$ cat config.mk
export PLATFORM = sky130hd
export DESIGN_NAME = history_reader_flat
export DESIGN_NICKNAME = d
export VERILOG_FILES = /design/src/rtl/history_reader_if.sv /design/src/rtl/history_reader.sv /design/src/flat_wrapper.sv
export SDC_FILE = /design/constraint.sdc
export NUM_CORES = 1
export LEC_CHECK = 0
export CAP_MARGIN = 5
export CELL_PAD_IN_SITES_DETAIL_PLACEMENT = 1
export CELL_PAD_IN_SITES_GLOBAL_PLACEMENT = 1
export CORE_MARGIN = 2
export CORE_UTILIZATION = 35
export CTS_CLUSTER_DIAMETER = 60
export DETAILED_ROUTE_END_ITERATION = 16
export GPL_TIMING_DRIVEN = 0
export PLACE_DENSITY_LB_ADDON = 0.1
export SYNTH_ARGS = -nofsm -noshare
export SYNTH_HDL_FRONTEND = slang
export SYNTH_SLANG_ARGS = --single-unit
$ cat constraint.sdc
create_clock -name clk_in -period 2.59 [get_ports clk_in]
set_input_delay 0.259 -clock clk_in [delete_from_list [all_inputs] [get_ports clk_in]]
set_output_delay 0.259 -clock clk_in [all_outputs]
set_load 0.03 [all_outputs]
$ cat src/rtl/history_reader_if.sv
// Stream/BRAM bundle for history_reader; clear_in exists only when
// HISTORY_READER_CLEAR_EN is defined.
interface history_reader_if #(
  parameter int COLOR_DEPTH = 8,
  parameter int NUM_PIXELS  = 57600
);
  logic                          frame_start_in;
  logic [$clog2(NUM_PIXELS)-1:0] mem_addr_out;
  logic                          mem_ren_out;
  logic [COLOR_DEPTH-1:0]        mem_data_in;
  logic [COLOR_DEPTH-1:0]        history_out;
  logic                          history_valid_out;
  logic                          history_ready_in;
  logic                          history_last_out;
  logic                          busy_out;
`ifdef HISTORY_READER_CLEAR_EN
  logic                          clear_in;
`endif

  modport master (
    input  frame_start_in, mem_data_in, history_ready_in,
`ifdef HISTORY_READER_CLEAR_EN
    input  clear_in,
`endif
    output mem_addr_out, mem_ren_out, history_out, history_valid_out,
    output history_last_out, busy_out
  );

  modport slave (
    output frame_start_in, mem_data_in, history_ready_in,
`ifdef HISTORY_READER_CLEAR_EN
    output clear_in,
`endif
    input  mem_addr_out, mem_ren_out, history_out, history_valid_out,
    input  history_last_out, busy_out
  );
endinterface

$ cat src/rtl/history_reader.sv
// Raster-order history frame reader: credit-paced BRAM reads into a small return
// FIFO, streamed out valid/ready. Optional blanking frames via HISTORY_READER_CLEAR_EN.
module history_reader #(
  parameter int COLOR_DEPTH  = 8,
  parameter int NUM_PIXELS   = 57600,
  parameter int READ_LATENCY = 2,
  parameter int FIFO_DEPTH   = 4
) (
  input logic              clk_in,
  input logic              rst_in,
  history_reader_if.master bus
);
  localparam int ADDR_W = $clog2(NUM_PIXELS);
  localparam int PTR_W  = $clog2(FIFO_DEPTH);
  localparam int CNT_W  = PTR_W + 1;
  localparam logic [ADDR_W-1:0] LAST_ADDR = ADDR_W'(NUM_PIXELS - 1);
  localparam logic [CNT_W:0]    CREDITS   = (CNT_W + 1)'(FIFO_DEPTH);

  typedef enum logic [1:0] {IDLE, FETCH, DRAIN} state_t;

  state_t                  state;
  logic [ADDR_W-1:0]       addr;
  logic                    busy;
  logic [CNT_W-1:0]        in_flight;
  logic [CNT_W-1:0]        fifo_count;
  logic [PTR_W-1:0]        wr_ptr;
  logic [PTR_W-1:0]        rd_ptr;
  logic [READ_LATENCY-1:0] vld_p;
  logic [READ_LATENCY-1:0] last_p;
  logic [COLOR_DEPTH-1:0]  fifo_data [FIFO_DEPTH];
  logic [FIFO_DEPTH-1:0]   fifo_last;
  logic [CNT_W:0]          credit_used;
  logic                    issue;
  logic                    push;
  logic                    pop;
  logic                    fifo_empty;
  logic                    fifo_full;
  logic [COLOR_DEPTH-1:0]  push_data;
`ifdef HISTORY_READER_CLEAR_EN
  logic                    clear_frame;
  logic [READ_LATENCY-1:0] clr_p;
`endif

  // Issue stage: one credit per read in flight or pixel buffered
  assign credit_used = {1'b0, in_flight} + {1'b0, fifo_count};
  assign issue       = (state == FETCH) && (credit_used < CREDITS);
  assign fifo_empty  = (fifo_count == '0);
  assign fifo_full   = (fifo_count == CNT_W'(FIFO_DEPTH));
  assign push        = vld_p[READ_LATENCY-1];
  assign pop         = !fifo_empty && bus.history_ready_in;

`ifdef HISTORY_READER_CLEAR_EN
  // A blanking frame still walks the credit/delay path, just without touching memory.
  assign bus.mem_ren_out = issue && !clear_frame;
  assign push_data       = clr_p[READ_LATENCY-1] ? '0 : bus.mem_data_in;
`else
  assign bus.mem_ren_out = issue;
  assign push_data       = bus.mem_data_in;
`endif

  assign bus.mem_addr_out      = addr;
  assign bus.busy_out          = busy;
  assign bus.history_valid_out = !fifo_empty;
  assign bus.history_out       = fifo_empty ? '0 : fifo_data[rd_ptr];
  assign bus.history_last_out  = !fifo_empty && fifo_last[rd_ptr];

  always_ff @(posedge clk_in) begin
    if (rst_in) begin
      state      <= IDLE;
      addr       <= '0;
      busy       <= 1'b0;
      in_flight  <= '0;
      fifo_count <= '0;
      wr_ptr     <= '0;
      rd_ptr     <= '0;
      vld_p      <= '0;
`ifdef HISTORY_READER_CLEAR_EN
      clear_frame <= 1'b0;
`endif
    end else begin
      // Return stage: delay line mirrors the BRAM latency
      vld_p[0] <= issue;
      for (int i = 1; i < READ_LATENCY; i++) vld_p[i] <= vld_p[i-1];

      in_flight  <= in_flight + CNT_W'(issue) - CNT_W'(push);
      fifo_count <= fifo_count + CNT_W'(push) - CNT_W'(pop);
      if (push) wr_ptr <= wr_ptr + PTR_W'(1);
      if (pop)  rd_ptr <= rd_ptr + PTR_W'(1);

      case (state)
        IDLE: begin
          if (bus.frame_start_in) begin
            state <= FETCH;
            addr  <= '0;
            busy  <= 1'b1;
`ifdef HISTORY_READER_CLEAR_EN
            clear_frame <= bus.clear_in;
`endif
          end
        end
        FETCH: begin
          if (issue) begin
            if (addr == LAST_ADDR) state <= DRAIN;
            else                   addr  <= addr + ADDR_W'(1);
          end
        end
        DRAIN: begin
          // Leave as the final beat is accepted so busy falls right after it.
          if (in_flight == '0 &&
              (fifo_empty || (fifo_count == CNT_W'(1) && pop))) begin
            state <= IDLE;
            busy  <= 1'b0;
          end
        end
        default: state <= IDLE;
      endcase
    end
  end

  // Buffer stage: tags and pixel data, qualified by vld_p / fifo_count
  always_ff @(posedge clk_in) begin
    last_p[0] <= issue && (addr == LAST_ADDR);
    for (int i = 1; i < READ_LATENCY; i++) last_p[i] <= last_p[i-1];
`ifdef HISTORY_READER_CLEAR_EN
    clr_p[0] <= clear_frame;
    for (int i = 1; i < READ_LATENCY; i++) clr_p[i] <= clr_p[i-1];
`endif
    if (push) begin
      fifo_data[wr_ptr] <= push_data;
      fifo_last[wr_ptr] <= last_p[READ_LATENCY-1];
    end
  end

  a_no_overflow: assert property (@(posedge clk_in) disable iff (rst_in)
    !(push && !pop && fifo_full));

endmodule

$ cat src/flat_wrapper.sv
// flat-port wrapper written by rule: the top's interface ports become plain ports
module history_reader_flat 
#(
  parameter int COLOR_DEPTH  = 8,
  parameter int NUM_PIXELS   = 57600,
  parameter int READ_LATENCY = 2,
  parameter int FIFO_DEPTH   = 4
)
  (clk_in, rst_in, bus_frame_start_in, bus_mem_data_in, bus_history_ready_in, bus_mem_addr_out, bus_mem_ren_out, bus_history_out, bus_history_valid_out, bus_history_last_out, bus_busy_out);
  history_reader_if #(.COLOR_DEPTH(COLOR_DEPTH), .NUM_PIXELS(NUM_PIXELS)) bus_i ();
  input logic clk_in;
  input logic rst_in;
  input wire logic [$bits(bus_i.frame_start_in)-1:0] bus_frame_start_in;
  input wire logic [$bits(bus_i.mem_data_in)-1:0] bus_mem_data_in;
  input wire logic [$bits(bus_i.history_ready_in)-1:0] bus_history_ready_in;
  output wire logic [$bits(bus_i.mem_addr_out)-1:0] bus_mem_addr_out;
  output wire logic [$bits(bus_i.mem_ren_out)-1:0] bus_mem_ren_out;
  output wire logic [$bits(bus_i.history_out)-1:0] bus_history_out;
  output wire logic [$bits(bus_i.history_valid_out)-1:0] bus_history_valid_out;
  output wire logic [$bits(bus_i.history_last_out)-1:0] bus_history_last_out;
  output wire logic [$bits(bus_i.busy_out)-1:0] bus_busy_out;
  assign bus_i.frame_start_in = bus_frame_start_in;
  assign bus_i.mem_data_in = bus_mem_data_in;
  assign bus_i.history_ready_in = bus_history_ready_in;
  assign bus_mem_addr_out = bus_i.mem_addr_out;
  assign bus_mem_ren_out = bus_i.mem_ren_out;
  assign bus_history_out = bus_i.history_out;
  assign bus_history_valid_out = bus_i.history_valid_out;
  assign bus_history_last_out = bus_i.history_last_out;
  assign bus_busy_out = bus_i.busy_out;
  history_reader #(.COLOR_DEPTH(COLOR_DEPTH), .NUM_PIXELS(NUM_PIXELS), .READ_LATENCY(READ_LATENCY), .FIFO_DEPTH(FIFO_DEPTH)) u_core (.clk_in(clk_in), .rst_in(rst_in), .bus(bus_i));
endmodule
==> flow_metrics.tcl, run 1 <==
set metrics [dict create \
    synth-seq-area-share 0.575 \
    synth_most_common_cell "edfxtp_1" \
    dp.cells 397 \
    die_h_um 98.1 \
    seqCellArea_um2 1800 \
    synth_top_cells_by_area "edfxtp_1 (35%), dfxtp_1 (23%), mux4_2 (6.5%), ha_1 (4.4%), and2_1 (3.4%)" \
    insertion_delay_ns 0.34 \
    grt_pass1_wl_um 11200 \
    worst_slew_pin_slew_ns 0.628 \
    cp-start-kind "register" \
    avgViaCountPerCell 5.07 \
    powerDensity_nw_per_um2 812 \
    end_kind "register" \
    finalWirelength_um 6610 \
    rsz0062_at_grt "yes" \
    final_area_um2 3870 \
    reg2regPathDepth 9 \
    n_antenna_cell 0 \
    nNetsFinal 326 \
    synth_area_per_cell_um2 12.4 \
    drive_gt1_frac 0.154 \
    grt_pass1_vias 2178 \
    syn_area_um2 3100 \
    crit_fanout 3 \
    dp_hpwl_um 4670 \
    path_class "reg2reg" \
    final_max_slew_viol_count 0 \
    fin_ws_ns -0.0208 \
    crit_start "u_core.in_flight[2]" \
    place_area_um2 3670 \
    grt_overflow_total 0 \
    fp.dieArea_um2 9620 \
    io_buffers 39 \
    fp.coreArea_um2 8640 \
    status "finished, violations left" \
    min_period_ns 2.61 \
    synth_top_area_cell "edfxtp_1" \
    cts-root-buf "clkbuf_8" \
    final.period_utilization 1.01 \
    syn_to_final_growth_pct 24.7 \
    dr_total_vias 2099 \
    synth_top_area_share 0.349 \
    timing.rr.start "u_core.in_flight[2]" \
    cts_made_buffers 9 \
    cts_hold_buf 0 \
    antenna_found_initial 0 \
    synth-edff-count 36 \
    syn-instance-count 250 \
    ys_ff_latch 71 \
    grt_start_max_net_pins 13 \
    reg2reg_slack_ns -0.02 \
    drt_first_pass_iters 4 \
    fin_skew_ns 0.0140 \
    crit_chain "ha_4, or4b_4, or3_4, ha_4, inv_2, ha_4, inv_2, fa_2, nor2_1" \
    synth_top_cells_by_count "edfxtp_1 (36), dfxtp_1 (35), and2_1 (17)" \
    peakVddDrop_v 0.000243 \
    n_fill_cell 930 \
    die_w_um 98.1 \
    path_depth 9 \
    relSlewSlack 0.570 \
    leakage_nw 1.32 \
    synth_nets 275 \
    async_reset_ff_frac 0 \
    ys_types 43 \
    htreeDepth 3 \
    synth_warnings 0 \
    violations "setup timing" \
    crit_family "adder cells" \
    clk_pin_slew_ns 0.08 \
    ys.flop_type "edfxtp_1" \
    multi_input_area_um2 1270 \
    grt.total_usage 0.149 \
    cts_sinks 71 \
    cap_violations 0 \
    stdcell_count 414 \
    worstPathArrival_ns 2.83 \
    rows 34 \
    drt_iter0_drc 98 \
    r2r_end "u_core.in_flight[1]" \
    slowest_delay_ns 0.52 \
    io_pins 40 \
    crit_end "u_core.in_flight[1]" \
    hold_violations 0 \
    worst-path-buf-inv 2 \
    cts_max_path_buffers 2 \
    start_util 0.359 \
    post_drt_wl_per_cell_um 16.0 \
    path_common_cell "ha_4" \
    hp-class "reg2reg" \
    crit_slowest_cell "fa_2" \
    cp.required_ns 2.81 \
    ant_nets 0 \
    cts_tree "built" \
    drcViolationCount 0 \
    max_freq_ghz 0.383 \
    setup_viol 1 \
    gp_congestion 0.707 \
]
power by group:
part / internal, mW / switching (mW)
sequential: 1.27 / 0.108
combinational: 0.492 / 0.501
clock: 0.348 / 0.422
total: 2.11 / 1.03
metal layers:
layer	vias up	wire (um)	global-route usage
met5	-	0	0
met4	0	119	0.0641
met3	11	179	0.0286
met2	35	3000	0.227
met1	1034	3310	0.209
li1	1019	-	-
placed cells by master, fill, tap and decap left out, drive strengths merged, types with 3 or more instances in the layout:
cell and count:
buf 4, dfxtp 35, nor2 16, nor3 3
edfxtp 36, mux4 9, or3 10, and4 3
ha 11, o21ai 12, nor2b 4, clkinv 5
nand2 8, clkbuf 17, nand3 6, xnor2 6
nand4 5, and2 17, a21oi 15, clkdlybuf4s50 38
and3 4, inv 13
worst reg2reg max path, stage by stage, from the launching register on:
cell,delay [ns]
dfxtp_4,0.36
ha_4,0.23
or4b_4,0.49
or3_4,0.41
ha_4,0.23
inv_2,0.06
ha_4,0.12
inv_2,0.03
fa_2,0.52
nor2_1,0.04
area by class of cell:
| cell class | count | area share |
|---|---|---|
| well taps | 108 | 0.0350 |
| clock buffers | 11 | 0.0340 |
| multi-input cells | 157 | 0.328 |
| flip-flops and latches | 71 | 0.464 |
| clock inverters | 5 | 0.00906 |
| inverters | 14 | 0.0168 |
| plain buffers | 6 | 0.00777 |
| repair buffers | 42 | 0.106 |
worst min-delay path by stage:
stage | cells after the start | slack [ns] | startpoint | end
floorplan | 0 | 0.31 | u_core.last_p[0] | u_core.last_p[1]
detailed placement | 0 | 0.31 | u_core.last_p[0] | u_core.last_p[1]
global placement | 0 | 0.32 | u_core.last_p[0] | u_core.last_p[1]
finish | 0 | 0.31 | u_core.last_p[0] | u_core.last_p[1]
global route | 0 | 0.33 | u_core.last_p[0] | u_core.last_p[1]
CTS | 0 | 0.32 | u_core.last_p[0] | u_core.last_p[1]
state kept, by name, summed over array words and instances (netlist names), named ones only:
register                 cells
u_core.fifo_last             4
u_core.bus.busy_out          1
u_core.bus.mem_addr_out     16
u_core.fifo_count            3
u_core.wr_ptr                2
u_core.rd_ptr                2
u_core.last_p                2
u_core.fifo_data            32
u_core.state                 2
u_core.vld_p                 2
u_core.in_flight             3
what timing repair did:
action / CTS / global route
resized for setup: 10 / 2
gates cloned: 0 / 0
endpoints found under the setup margin: 11 / 3
pin swaps: 2 / 0
setup buffers: 3 / 0
stage by stage:
| stage | power, mW | setup TNS (ns) | utilization | worst slack (ns) | hold WS [ns] |
|---|---|---|---|---|---|
| 2_1_floorplan | 2.05 | -0.123 | - | -0.0763 | 0.310 |
| 4_1_cts | 3.18 | -0.0672 | 0.447 | -0.0415 | 0.320 |
| 3_5_place_dp | 2.38 | -0.423 | 0.425 | -0.188 | 0.314 |
| 3_3_place_gp | 2.36 | -0.306 | 0.425 | -0.151 | 0.316 |
| 6_report | 3.14 | -0.0208 | 0.448 | -0.0208 | 0.312 |
| 5_1_grt | 3.34 | -0.173 | 0.448 | -0.0943 | 0.328 |
logic make-up after synthesis:
family                     count (synthesis)  synth area share
buffers and inverters                     22            0.0355
AOI/OAI and AO/OA                         39            0.0779
xor gates and xnor gates                   8            0.0226
muxes                                     11            0.0719
adders and majority gates                 13            0.0573
DFF                                       71             0.575
and+or+nand+nor                           86             0.160
(Power assumes the default switching activity.)
==> run 2, diff against run 1 <==
--- a/config.mk
+++ b/config.mk
@@ -13,7 +13,9 @@
 export CTS_CLUSTER_DIAMETER = 60
 export DETAILED_ROUTE_END_ITERATION = 16
 export GPL_TIMING_DRIVEN = 0
+export HOLD_SLACK_MARGIN = 0.05
 export PLACE_DENSITY_LB_ADDON = 0.1
 export SYNTH_ARGS = -nofsm -noshare
 export SYNTH_HDL_FRONTEND = slang
 export SYNTH_SLANG_ARGS = --single-unit
+export TNS_END_PERCENT = 10
==> run 2 against run 1 <==
Compared with the run above: the flow still finishes with violations (setup timing); cell count did not move; worst hold slack is essentially flat; wire length decreased by 0.21%; critical endpoint unchanged; largest cell class unchanged; largest power group unchanged.
==> flow_metrics.tcl, run 2 (synthesized netlist as in run 1, its figures left out) <==
set metrics [dict create \
    status "finished, violations left" \
    violations "setup timing" \
    drt_iter0_drc 85 \
    nNetsFinal 326 \
    cts_made_buffers 9 \
    peakVddDrop_v 0.000243 \
    powerDensity_nw_per_um2 814 \
    final_cell_mix "clkdlybuf4s50_1 (38), edfxtp_1 (36), dfxtp_1 (30), and2_1 (17), nor2_1 (16)" \
    cp.required_ns 2.81 \
    drive_gt1_frac 0.154 \
    n_antenna_cell 0 \
    post_drt_wl_per_cell_um 15.9 \
    p_int_mw 2.12 \
    fin_skew_ns 0.0157 \
    syn_to_final_growth_pct 25.1 \
    reg2reg_slack_ns -0.04 \
    insertion_delay_ns 0.34 \
    total_power_mw 3.16 \
    worst_slew_pin_slew_ns 0.634 \
    crit_end "u_core.in_flight[1]" \
    final.period_utilization 1.01 \
    rsz0062_at_grt "yes" \
    grt_start_max_net_pins 13 \
    finalWirelength_um 6600 \
    leakage_nw 1.32 \
    gp_congestion 0.707 \
    setup_viol 2 \
    path_class "reg2reg" \
    grt_pass1_wl_um 11200 \
    io_pins 40 \
    pre_cts_slack_ns -0.188 \
    cp-start-kind "register" \
    max_freq_ghz 0.381 \
    r2r_end "u_core.in_flight[1]" \
    n_fill_cell 927 \
    use_met3 0.0286 \
    avgViaCountPerCell 5.06 \
    pwr-share-clk 0.245 \
    met1_usage 0.210 \
    top_register "u_core.fifo_data" \
    reg2regPathDepth 9 \
    final_max_slew_viol_count 0 \
    die_h_um 98.1 \
    crit_start "u_core.in_flight[2]" \
    dr_total_vias 2095 \
    comb_power_share 0.320 \
    grt_pass1_vias 2167 \
    io_buffers 39 \
    cts_tree "built" \
    fin_ws_ns -0.0381 \
    min_period_ns 2.63 \
    crit_fanout 3 \
    final_core_util 0.449 \
    cts_max_path_buffers 2 \
    grt_overflow_total 0 \
    drt_first_pass_iters 4 \
    cts_sinks 71 \
    start_util 0.359 \
    layout_commonest_cell "clkdlybuf4s50_1" \
    fp.dieArea_um2 9620 \
    hp-class "reg2reg" \
    seq_power_share 0.435 \
    worstPathArrival_ns 2.85 \
    antenna_found_initial 0 \
    cts_hold_buf 0 \
    ant_nets 0 \
    hold_violations 0 \
    die_w_um 98.1 \
    p_sw_mw 1.04 \
    grt-busiest-layer "met2" \
    gr-usage-met2 0.224 \
    end_kind "register" \
    rows 34 \
    drcViolationCount 0 \
    dp_hpwl_um 4670 \
    timing.rr.start "u_core.in_flight[2]" \
    cts-root-buf "clkbuf_8" \
    hold_depth 0 \
    grt.total_usage 0.149 \
    fp.coreArea_um2 8640 \
    relSlewSlack 0.575 \
    htreeDepth 3 \
    largest_reg_flops 32 \
    clk_pin_slew_ns 0.08 \
    swShare 0.328 \
    cap_violations 0 \
]
-- run 2: cell count changes in the layout (fill, tap and decap cells not counted) --
cell	previous run	this run
buf_12	0	1
buf_2	0	1
buf_4	3	2
dfxtp_4	3	2
dfxtp_2	2	3
clkbuf_2	1	0
-- run 2: cell type report --
class                           instances  area [um2]  area share
Tap cell                              108         135      0.0349
Inverter                               14        65.1      0.0168
Multi-Input combinational cell        157        1270       0.327
Clock buffer                           11         131      0.0339
Sequential cell                        71        1790       0.463
Buffer                                  6        30.0     0.00775
Clock inverter                          5        35.0     0.00904
Timing Repair Buffer                   42         420       0.108
-- run 2: critical path, cell delays in order, from the launching register on --
cell and delay (ns):
dfxtp_4 0.36, ha_4 0.23, or4b_4 0.50, or3_4 0.42, ha_4 0.22, inv_2 0.06, ha_4 0.12, inv_2 0.03
fa_2 0.52, nor2_1 0.04
-- run 2: layer usage --
metal  vias to the layer above  share of wire
li1                       1021              -
met1                      1028           0.49
met2                        35           0.46
met3                        11          0.033
met4                         0          0.018
met5                         -              0
-- run 2: worst min-delay path by stage --
stage                                 from                to  slack, ns
after floorplan           u_core.last_p[0]  u_core.last_p[1]       0.31
after global placement    u_core.last_p[0]  u_core.last_p[1]       0.32
after detailed placement  u_core.last_p[0]  u_core.last_p[1]       0.31
after CTS                 u_core.last_p[0]  u_core.last_p[1]       0.32
after global routing      u_core.last_p[0]  u_core.last_p[1]       0.33
final                     u_core.last_p[0]  u_core.last_p[1]       0.31
-- run 2: through the flow --
| step | area (um2) | cells | setup TNS [ns] | hold WS [ns] |
|---|---|---|---|---|
| after global routing | 3880 | 414 | -0.196 | 0.328 |
| after global placement | 3670 | 397 | -0.306 | 0.316 |
| after detailed placement | 3670 | 397 | -0.423 | 0.314 |
| after floorplan | 3150 | 250 | -0.123 | 0.310 |
| after CTS | 3850 | 413 | -0.133 | 0.320 |
| final | 3880 | 414 | -0.0489 | 0.312 |
-- run 2: power by group through the flow --
stage | logic (mW) | registers, mW | clock network, mW
floorplan | 0.689 | 1.36 | 0
global placement | 0.996 | 1.36 | 0
detailed placement | 1.01 | 1.36 | 0
CTS | 0.996 | 1.38 | 0.797
global route | 1.11 | 1.40 | 0.851
finish | 1.01 | 1.37 | 0.772
-- run 2: what timing repair did --
action	4_1_cts	5_1_grt
gates resized for setup	9	4
cloned	0	0
endpoints found under the setup margin	11	2
pin swaps	2	2
setup buffers	2	1
==> run 3, diff against run 2 <==
--- a/config.mk
+++ b/config.mk
@@ -6,15 +6,16 @@
 export NUM_CORES = 1
 export LEC_CHECK = 0
 export CAP_MARGIN = 5
-export CELL_PAD_IN_SITES_DETAIL_PLACEMENT = 1
-export CELL_PAD_IN_SITES_GLOBAL_PLACEMENT = 1
+export CELL_PAD_IN_SITES_DETAIL_PLACEMENT = 0
+export CELL_PAD_IN_SITES_GLOBAL_PLACEMENT = 2
 export CORE_MARGIN = 2
-export CORE_UTILIZATION = 35
+export CORE_UTILIZATION = 33
 export CTS_CLUSTER_DIAMETER = 60
 export DETAILED_ROUTE_END_ITERATION = 16
 export GPL_TIMING_DRIVEN = 0
 export HOLD_SLACK_MARGIN = 0.05
 export PLACE_DENSITY_LB_ADDON = 0.1
+export SKIP_LAST_GASP = 1
 export SYNTH_ARGS = -nofsm -noshare
 export SYNTH_HDL_FRONTEND = slang
 export SYNTH_SLANG_ARGS = --single-unit
==> run 3 against run 2 <==
Compared with the run above: the run still ends with setup timing left; maximum frequency up 0.48%; clock skew down 0.0035 ns; register-to-register slack about the same; critical path depth unchanged; non-clock buffer count down 1; via count down 3.2%; critical path type unchanged; largest cell class unchanged.
==> flow_metrics.tcl, run 3 (synthesized netlist as in run 1, its figures left out) <==
set metrics [dict create \
    ant_nets 0 \
    rsz0062_at_grt "yes" \
    worst_slew_pin_slew_ns 0.644 \
    final_cell_mix "clkdlybuf4s50_1 (38), edfxtp_1 (36), dfxtp_1 (30), and2_1 (17), nor2_1 (16)" \
    status "finished, violations left" \
    dp_hpwl_um 4500 \
    insertion_delay_ns 0.34 \
    rows 35 \
    drt_first_pass_iters 4 \
    dr_wl_met2_um 2950 \
    crit_chain "ha_4, or4b_4, or3_4, ha_4, inv_2, ha_4, inv_2, fa_2, nor2_1" \
    layout_commonest_cell "clkdlybuf4s50_1" \
    leakage_nw 1.32 \
    syn_to_final_growth_pct 25.4 \
    hold_violations 0 \
    clk_pin_slew_ns 0.08 \
    cap_violations 0 \
    powerDensity_nw_per_um2 830 \
    slowest_delay_ns 0.51 \
    n_antenna_cell 0 \
    path_class "reg2reg" \
    grt_pass1_vias 2076 \
    crit_fanout 3 \
    relSlewSlack 0.568 \
    crit_slowest_cell "fa_2" \
    finalWirelength_um 6440 \
    setup_viol 2 \
    fp.dieArea_um2 10200 \
    gp_congestion 0.706 \
    post_drt_wl_per_cell_um 15.5 \
    antenna_found_initial 0 \
    pre_cts_slack_ns -0.169 \
    worstPathArrival_ns 2.82 \
    cts_sinks 71 \
    cts_made_buffers 9 \
    largest_reg_flops 32 \
    io_pins 40 \
    dr_total_vias 2029 \
    nNetsFinal 325 \
    die_h_um 101 \
    wl_met1_um 3220 \
    fin_ws_ns -0.0254 \
    io_buffers 39 \
    cts_max_path_buffers 2 \
    dr_wl_met3_um 228 \
    cp.required_ns 2.80 \
    reg2reg_slack_ns -0.03 \
    min_period_ns 2.62 \
    fp.coreArea_um2 9200 \
    grt_overflow_total 0 \
    start_util 0.337 \
    drive_gt1_frac 0.148 \
    routed.top_layer "met4" \
    place_area_um2 3670 \
    drt_iter0_drc 51 \
    grt_start_max_net_pins 14 \
    top_register "u_core.fifo_data" \
    grt_pass1_wl_um 10800 \
    final_max_slew_viol_count 0 \
    die_w_um 101 \
    htreeDepth 3 \
    peakVddDrop_v 0.000285 \
    max_freq_ghz 0.382 \
    avgViaCountPerCell 4.88 \
    hp-class "reg2reg" \
    drcViolationCount 0 \
    fin_skew_ns 0.0122 \
    grt.total_usage 0.140 \
    violations "setup timing" \
    cts_tree "built" \
    cp-start-kind "register" \
    end_kind "register" \
    path_common_cell "ha_4" \
    final.period_utilization 1.01 \
    final_area_um2 3890 \
    cts-root-buf "clkbuf_8" \
]
## run 3: critical path: cells and delay by family (launching register included)
kind                       cells  cell delay [ns]
and+or+nand+nor                3             0.94
DFF                            1             0.36
adders and majority gates      4             1.09
buffers and inverters          2             0.09
## run 3: final timing paths
kind | startpoint | endpoint | cells past startpoint
max | u_core.in_flight[2] | u_core.in_flight[1] | 9
min | u_core.last_p[0] | u_core.last_p[1] | 0
max reg2reg | u_core.in_flight[2] | u_core.in_flight[1] | 9
min reg2reg | u_core.last_p[0] | u_core.last_p[1] | 0
## run 3: stage by stage
step	hold slack [ns]	TNS (ns)	power, mW	utilization	std cells
finish	0.331	-0.0399	3.23	0.423	416
global route	0.348	-0.278	3.44	0.423	416
CTS	0.336	-0.301	3.29	0.423	417
detailed placement	0.318	-0.342	2.37	0.400	400
global placement	0.313	-0.312	2.37	0.400	400
floorplan	0.310	-0.123	2.05	-	250
## run 3: power by group
part           internal, mW  switching [mW]  leakage [nW]
clock                 0.450           0.432        0.0891
combinational         0.478           0.490         0.614
sequential             1.27           0.111         0.614
## run 3: area by class of cell
| type | count | area (um2) |
|---|---|---|
| Fill cell | 899 | 5310 |
| Sequential cell | 71 | 1790 |
| Multi-Input combinational cell | 157 | 1260 |
| Timing Repair Buffer | 41 | 404 |
| Tap cell | 111 | 139 |
| Clock buffer | 10 | 128 |
| Clock inverter | 6 | 70.1 |
| Inverter | 14 | 65.1 |
| Buffer | 6 | 30.0 |
## run 3: what timing repair did
action,in CTS,in global routing
resized for setup,4,4
pin swaps,2,1
cloned,0,0
setup endpoints to repair,11,3
hold buffers,0,0
buffers inserted,2,0
## run 3: routing by layer
metal	vias to the layer above	global-route usage
met1	977	0.192
met4	0	0.0343
met3	4	0.0437
li1	1015	-
met5	-	0
met2	33	0.218
